### src/rtl/usb_port_arbiter_if.sv
// Downstream port lanes and the shared upstream serial
// path between the lanes and usb_port_arbiter.
interface usb_port_arbiter_if #(
  parameter int N     = 2,
  parameter int IDX_W = 1
);
  logic [N-1:0]     port_req;
  logic [N-1:0]     port_data;
  logic [N-1:0]     port_val;
  logic [N-1:0]     port_last;
  logic [N-1:0]     port_grant;
  logic [IDX_W-1:0] grant_idx;
  logic             busy;
  logic             up_data;
  logic             up_val;
  logic             up_last;
  logic             xfer_abort;
  logic [15:0]      xfer_bits;

  modport slave (
    input  port_req,
    input  port_data,
    input  port_val,
    input  port_last,
    output port_grant,
    output grant_idx,
    output busy,
    output up_data,
    output up_val,
    output up_last,
    output xfer_abort,
    output xfer_bits
  );

  modport master (
    output port_req,
    output port_data,
    output port_val,
    output port_last,
    input  port_grant,
    input  grant_idx,
    input  busy,
    input  up_data,
    input  up_val,
    input  up_last,
    input  xfer_abort,
    input  xfer_bits
  );
endinterface

### src/rtl/usb_port_arbiter.sv
// Round-robin owner of the shared upstream serial path:
// one downstream port per packet, gap between grants.
module usb_port_arbiter #(
  parameter int NUM_USB_DEVICES = 2,
  parameter int IPG_CYCLES      = 2,
  parameter int TIMEOUT_CYCLES  = 64,
  parameter int IDX_W = (NUM_USB_DEVICES > 1) ?
                        $clog2(NUM_USB_DEVICES) : 1
) (
  input  logic              clock,
  input  logic              reset,
  usb_port_arbiter_if.slave bus
);
  localparam int N  = NUM_USB_DEVICES;
  localparam int SW = $clog2(TIMEOUT_CYCLES + 1);
  localparam int GW = $clog2(IPG_CYCLES + 1);
  localparam int PW = IDX_W + 1;

  typedef enum logic [1:0] {
    S_IDLE,
    S_GRANT,
    S_GAP
  } state_t;

  state_t           state_q, state_d;
  logic [IDX_W-1:0] rr_q, rr_d;
  logic [IDX_W-1:0] idx_q, idx_d;
  logic [N-1:0]     grant_q, grant_d;
  logic [15:0]      bits_q, bits_d;
  logic [15:0]      xbits_q, xbits_d;
  logic [15:0]      bits_inc;
  logic [SW-1:0]    stall_q, stall_d;
  logic [GW-1:0]    gap_q, gap_d;
  logic             abort_q, abort_d;
  logic             pick_hit;
  logic [IDX_W-1:0] pick_idx;
  logic [IDX_W-1:0] idx_nxt;
  logic             busy;
  logic             sel_req;
  logic             end_ok;
  logic             timeout;
  logic             drop;

  assign busy    = (state_q == S_GRANT);
  assign sel_req = bus.port_req[idx_q];

  assign bus.up_data = busy & bus.port_data[idx_q];
  assign bus.up_val  = busy & bus.port_val[idx_q];
  assign bus.up_last = busy & bus.port_last[idx_q];

  assign bus.port_grant = grant_q;
  assign bus.grant_idx  = idx_q;
  assign bus.busy       = busy;
  assign bus.xfer_abort = abort_q;
  assign bus.xfer_bits  = xbits_q;

  assign end_ok  = bus.up_val & bus.up_last;
  assign timeout = ~bus.up_val &
                   (stall_q == SW'(TIMEOUT_CYCLES - 1));
  assign drop    = ~sel_req;

  assign bits_inc = (bus.up_val && bits_q != 16'hFFFF) ?
                    bits_q + 16'd1 : bits_q;

  assign idx_nxt = (idx_q == IDX_W'(N - 1)) ?
                   '0 : idx_q + 1'b1;

  // Nearest requester at or above rr_q, wrapping past N-1.
  always_comb begin : pick_p
    logic [PW-1:0] jw;
    logic [PW-1:0] rw;
    logic [PW-1:0] off;
    logic [PW-1:0] best;
    pick_hit = 1'b0;
    pick_idx = rr_q;
    best     = '0;
    rw       = PW'(rr_q);
    for (int j = 0; j < N; j++) begin
      jw  = PW'(j);
      off = (jw >= rw) ? jw - rw : jw + PW'(N) - rw;
      if (bus.port_req[j] && (!pick_hit || off < best)) begin
        pick_hit = 1'b1;
        best     = off;
        pick_idx = IDX_W'(j);
      end
    end
  end

  // Next state, counters and end-of-grant bookkeeping.
  always_comb begin
    state_d = state_q;
    rr_d    = rr_q;
    idx_d   = idx_q;
    bits_d  = bits_q;
    xbits_d = xbits_q;
    stall_d = stall_q;
    gap_d   = gap_q;
    abort_d = 1'b0;
    unique case (state_q)
      S_IDLE: begin
        if (pick_hit) begin
          state_d = S_GRANT;
          idx_d   = pick_idx;
          bits_d  = '0;
          stall_d = '0;
        end
      end
      S_GRANT: begin
        bits_d  = bits_inc;
        stall_d = bus.up_val ? '0 : stall_q + 1'b1;
        if (end_ok || timeout || drop) begin
          state_d = S_GAP;
          gap_d   = '0;
          xbits_d = bits_inc;
          abort_d = ~end_ok;
          rr_d    = idx_nxt;
        end
      end
      S_GAP: begin
        if (gap_q == GW'(IPG_CYCLES - 1)) begin
          state_d = S_IDLE;
        end else begin
          gap_d = gap_q + 1'b1;
        end
      end
      default: state_d = S_IDLE;
    endcase
    grant_d = (state_d == S_GRANT) ?
              (N'(1) << idx_d) : '0;
  end

  // State and datapath registers, synchronous clear.
  always_ff @(posedge clock) begin
    if (!reset) begin
      state_q <= S_IDLE;
      rr_q    <= '0;
      idx_q   <= '0;
      grant_q <= '0;
      bits_q  <= '0;
      xbits_q <= '0;
      stall_q <= '0;
      gap_q   <= '0;
      abort_q <= 1'b0;
    end else begin
      state_q <= state_d;
      rr_q    <= rr_d;
      idx_q   <= idx_d;
      grant_q <= grant_d;
      bits_q  <= bits_d;
      xbits_q <= xbits_d;
      stall_q <= stall_d;
      gap_q   <= gap_d;
      abort_q <= abort_d;
    end
  end
endmodule

### src/flat_wrapper.sv
// flat-port wrapper written by rule: the top's interface ports become plain ports
module usb_port_arbiter_flat 
#(
  parameter int NUM_USB_DEVICES = 2,
  parameter int IPG_CYCLES      = 2,
  parameter int TIMEOUT_CYCLES  = 64,
  parameter int IDX_W = (NUM_USB_DEVICES > 1) ?
                        $clog2(NUM_USB_DEVICES) : 1
)
  (clock, reset, bus_port_req, bus_port_data, bus_port_val, bus_port_last, bus_port_grant, bus_grant_idx, bus_busy, bus_up_data, bus_up_val, bus_up_last, bus_xfer_abort, bus_xfer_bits);
  usb_port_arbiter_if #(.N((2)), .IDX_W(IDX_W)) bus_i ();
  input  logic clock;
  input  logic reset;
  input wire logic [$bits(bus_i.port_req)-1:0] bus_port_req;
  input wire logic [$bits(bus_i.port_data)-1:0] bus_port_data;
  input wire logic [$bits(bus_i.port_val)-1:0] bus_port_val;
  input wire logic [$bits(bus_i.port_last)-1:0] bus_port_last;
  output wire logic [$bits(bus_i.port_grant)-1:0] bus_port_grant;
  output wire logic [$bits(bus_i.grant_idx)-1:0] bus_grant_idx;
  output wire logic [$bits(bus_i.busy)-1:0] bus_busy;
  output wire logic [$bits(bus_i.up_data)-1:0] bus_up_data;
  output wire logic [$bits(bus_i.up_val)-1:0] bus_up_val;
  output wire logic [$bits(bus_i.up_last)-1:0] bus_up_last;
  output wire logic [$bits(bus_i.xfer_abort)-1:0] bus_xfer_abort;
  output wire logic [$bits(bus_i.xfer_bits)-1:0] bus_xfer_bits;
  assign bus_i.port_req = bus_port_req;
  assign bus_i.port_data = bus_port_data;
  assign bus_i.port_val = bus_port_val;
  assign bus_i.port_last = bus_port_last;
  assign bus_port_grant = bus_i.port_grant;
  assign bus_grant_idx = bus_i.grant_idx;
  assign bus_busy = bus_i.busy;
  assign bus_up_data = bus_i.up_data;
  assign bus_up_val = bus_i.up_val;
  assign bus_up_last = bus_i.up_last;
  assign bus_xfer_abort = bus_i.xfer_abort;
  assign bus_xfer_bits = bus_i.xfer_bits;
  usb_port_arbiter #(.NUM_USB_DEVICES(NUM_USB_DEVICES), .IPG_CYCLES(IPG_CYCLES), .TIMEOUT_CYCLES(TIMEOUT_CYCLES), .IDX_W(IDX_W)) u_core (.clock(clock), .reset(reset), .bus(bus_i));
endmodule
### config.mk
export PLATFORM = sky130hd
export DESIGN_NAME = usb_port_arbiter_flat
export DESIGN_NICKNAME = d
export VERILOG_FILES = /design/src/rtl/usb_port_arbiter_if.sv /design/src/rtl/usb_port_arbiter.sv /design/src/flat_wrapper.sv
export SDC_FILE = /design/constraint.sdc
export NUM_CORES = 1
export LEC_CHECK = 0
export ABC_AREA = 1
export BUFFER_PORTS_ARGS = -buffer_cell sky130_fd_sc_hd__buf_4
export CAP_MARGIN = 15
export CORE_MARGIN = 3
export CORE_UTILIZATION = 25
export CTS_CLUSTER_SIZE = 16
export DETAILED_ROUTE_END_ITERATION = 8
export PLACE_DENSITY_LB_ADDON = 0.05
export SYNTH_ARGS = -nofsm -noshare
export SYNTH_HDL_FRONTEND = slang
export SYNTH_SLANG_ARGS = --single-unit
export TNS_END_PERCENT = 20
### constraint.sdc
create_clock -name clock -period 2.4 [get_ports clock]
set_clock_uncertainty 0.2 [all_clocks]
set_input_delay 0.48 -clock clock [delete_from_list [all_inputs] [get_ports clock]]
set_output_delay 0.48 -clock clock [all_outputs]
set_load 0.05 [all_outputs]
==> flow_summary.toml <==
[status]
status = "finished clean"

[yosys]
syn_avg_cell_area_um2 = 6.79
synth_cell_types = 33
ys_ff_latch = 48
synthCells = 394
synthSimpleGateAreaFrac_pct = 35.6
yosysWarnings = 0
yosysSeqAreaShare_pct = 35.9
synth_adder_area_share_pct = 3.28
synthMuxAreaShare_pct = 0
syn-num-nets = 411
synthXorXnorAreaFrac_pct = 2.29
synth-compound-area-share_pct = 14.3
synth_top_family_by_area = "simple AND/OR/NAND/NOR gates"
syn_area_mm2 = 0.00267

[critical_path]
crit_path_start = "u_core.state_q[1]"
cp-start-kind = "register"
cp_num_buf_inv = 3
critical-path-max-stage-delay_ns = 0.37
crit_type = "reg2out"
cp_slowest_cell = "dfxtp_1"
crit_required_ns = 1.72
cp_cell_sequence = "inv_1 > ha_4 > inv_1 > a21oi_2 > buf_4"
critPathArrivalTime_ns = 1.51
cp_top_family = "buffers and inverters"
r2r_start = "u_core.state_q[0]"
endpoint_kind = "primary output"
crit_top_cell = "inv_1"
worstPathMaxFanout = 9

[clocking]
cts_setup_buffers = 0
clkLatencyLatePin_ns = 0.30
cts_buffers = 5
h-tree-depth = 2
root_buffer = "clkbuf_8"
cts_hold_buf = 0
clock-sinks = 48
cts.clk_slew.worst_paths_ns = 0.09
cts_buffer_depth = 2
cts_tree = "built"

[cells_and_area]
fill_cells = 1196
fin_util_pct = 30.9
final_layout_size_suffix_gt1_share_pct = 16.9
final_nets = 447
num_antenna_cells = 0
area_delta_synth_final_pct = 19.8

[pwr]
ir_drop_uv = 409
leakage_nw = 1.28
total_power_mw = 3.23
cellPowerDensity_mw_per_mm2 = 1010

[global_route]
grt_max_degree = 23
grt_use_total_pct = 13.3
grt_pass1_wl_um = 12500
first_global_vias = 2519
grt.overflow.total = 0
antenna_found_initial = 0

[detailed_routing]
drt_iter0_drc = 117
via_count = 2534
ant_nets = 0
drtPass1Iterations = 4
vias_per_cell = 4.47
drt_wl_total_um = 7470
drt-wirelength-per-cell_um = 13.2
post-route-drc-count = 0

[die]
io-pin-count = 34
die_area_mm2 = 0.0120
rows = 37
initial_core_util_pct = 25.8
die_x_um = 109
die_h_um = 109
core-area_mm2 = 0.0104

[placed_design]
routabilityCongestion = 0.773
port_buffers = 33
place_hpwl_um = 5420

[sta]
fmax_mhz = 457
rsz0062_at_grt = "no"
slew_violations = 0
worstMarginPinSlew_ns = 0.451
slew_headroom_pct = 69.6
post-route-period-util_pct = 91.2
min_period_ns = 2.19
setup-violations-final = 0
hold_violations = 0

[job]
cap_violations = 0

[worst_hold_path]
hold_path_startpoint = "u_core.stall_q[6]"
hold_path.class = "reg2reg"
power by group:
| group | switching [mW] | total [mW] | leakage [nW] | internal [mW] |
|---|---|---|---|---|
| registers | 0.0959 | 1.03 | 0.390 | 0.932 |
| logic | 1.15 | 1.61 | 0.835 | 0.456 |
| clock network | 0.288 | 0.598 | 0.0552 | 0.310 |
| total | 1.53 | 3.23 | 1.28 | 1.70 |
placed cells by master (no fill, tap or decap):
cell type / Yosys / layout
nand2_1: 93 / 93
nor3_1: 4 / 4
inv_1: 35 / 35
nand4_1: 6 / 6
ha_4: 0 / 1
inv_2: 3 / 3
buf_12: 1 / 1
ha_1: 7 / 6
o21a_1: 1 / 1
nand3_4: 2 / 2
xnor2_1: 1 / 1
clkinv_2: 0 / 1
dfxtp_1: 48 / 48
o21ai_0: 20 / 20
nand2_4: 4 / 4
nand2_2: 6 / 6
a211oi_1: 1 / 1
bufinv_16: 0 / 1
o21bai_1: 1 / 1
a21oi_1: 41 / 40
nor3_2: 1 / 1
buf_4: 2 / 39
clkbuf_8: 0 / 5
nor2_2: 1 / 1
nand3_2: 2 / 2
nor2_4: 2 / 2
nand3b_1: 1 / 1
xor2_1: 6 / 6
a21oi_2: 1 / 2
clkbuf_1: 3 / 1
nand3_1: 33 / 33
nor2_1: 52 / 52
o21ai_1: 9 / 9
inv_4: 2 / 2
tightest hold or removal path, delay by kind of cell (launching register included):
family / cells / cell delay, ns
DFF: 1 / 0.32
and+or+nand+nor: 1 / 0.06
AOI/OAI and AO/OA: 1 / 0.05
path summary, 6_finish.rpt:
check | depth (start not counted) | endpoint | slack (ns)
setup / recovery | 5 | bus_up_last | 0.21
hold / removal | 2 | u_core.stall_q[6] | 0.27
setup reg to reg | 8 | u_core.bits_q[9] | 0.30
hold reg to reg | 2 | u_core.stall_q[6] | 0.27
registers in the layout, summed over array words and instances, names as in the netlist:
name and flops:
u_core.bus.xfer_bits 16, u_core.stall_q 7, u_core.gap_q 2, u_core.bus.port_grant 2
u_core.bus.grant_idx 1, u_core.rr_q 1, u_core.bus.xfer_abort 1, u_core.state_q 2
u_core.bits_q 16
per-stage QoR:
| step | cells | instance area [µm²] | setup TNS (ns) | worst slack (ns) | hold slack [ns] |
|---|---|---|---|---|---|
| after CTS | 567 | 3190 | 0 | 0.0827 | 0.271 |
| after floorplan | 394 | 2680 | -0.169 | -0.169 | 0.240 |
| after global routing | 567 | 3200 | 0 | 0.0428 | 0.294 |
| after detailed placement | 559 | 3080 | 0 | 0.197 | 0.255 |
| after global placement | 559 | 3080 | 0 | 0.258 | 0.252 |
| final | 567 | 3200 | 0 | 0.212 | 0.267 |
kinds of logic after synthesis:
family / Yosys count
AOI/OAI and AO/OA: 74
xor gates and xnor gates: 7
adders and majority gates: 7
buffers and inverters: 51
DFF: 48
and+or+nand+nor: 207
cells in the mapped netlist:
cell type	instances	area (µm²)
o21a_1	1	7.51
nand2_2	6	37.5
nor3_2	1	10.0
a21oi_2	1	8.76
buf_6	1	11.3
buf_1	1	3.75
buf_12	1	20.0
nor2_1	52	195
xor2_1	6	52.6
nor2_4	2	22.5
o21ai_0	20	100
inv_4	2	12.5
buf_4	2	15.0
dfxtp_1	48	961
inv_1	35	131
a211oi_1	1	7.51
buf_2	3	15.0
nand3b_1	1	7.51
o21ai_1	9	45.0
nand3_2	2	20.0
a21oi_1	41	205
nand2_4	4	45.0
ha_1	7	87.6
nand4_1	6	37.5
nand3_1	33	165
nand3_4	2	35.0
nand2_1	93	349
inv_2	3	11.3
nor3_1	4	20.0
nor2_2	1	6.26
xnor2_1	1	8.76
o21bai_1	1	7.51
clkbuf_1	3	11.3
area by class of cell:
class | count | area [µm²] | share of cell area (%)
multi-input cells | 295 | 1500 | 46.7
flip-flops and latches | 48 | 961 | 30.0
repair buffers | 40 | 313 | 9.76
well taps | 136 | 170 | 5.31
inverters | 40 | 155 | 4.84
clock buffers | 6 | 72.6 | 2.26
clock inverters | 2 | 35.0 | 1.09
routing by layer:
metal / track usage [%] / part of all wire (%) / up-vias
li1: - / - / 1349
met2: 21.6 / 44 / 34
met5: 0 / 0 / -
met1: 18.5 / 52 / 1147
met4: 2.94 / 0.74 / 0
met3: 2.35 / 3.0 / 4
repair_timing:
item	in CTS	in global routing
setup endpoints to repair	1	1
resized for setup	1	1
endpoints found under the hold margin	0	0
Power figures use the tool's default switching activity.
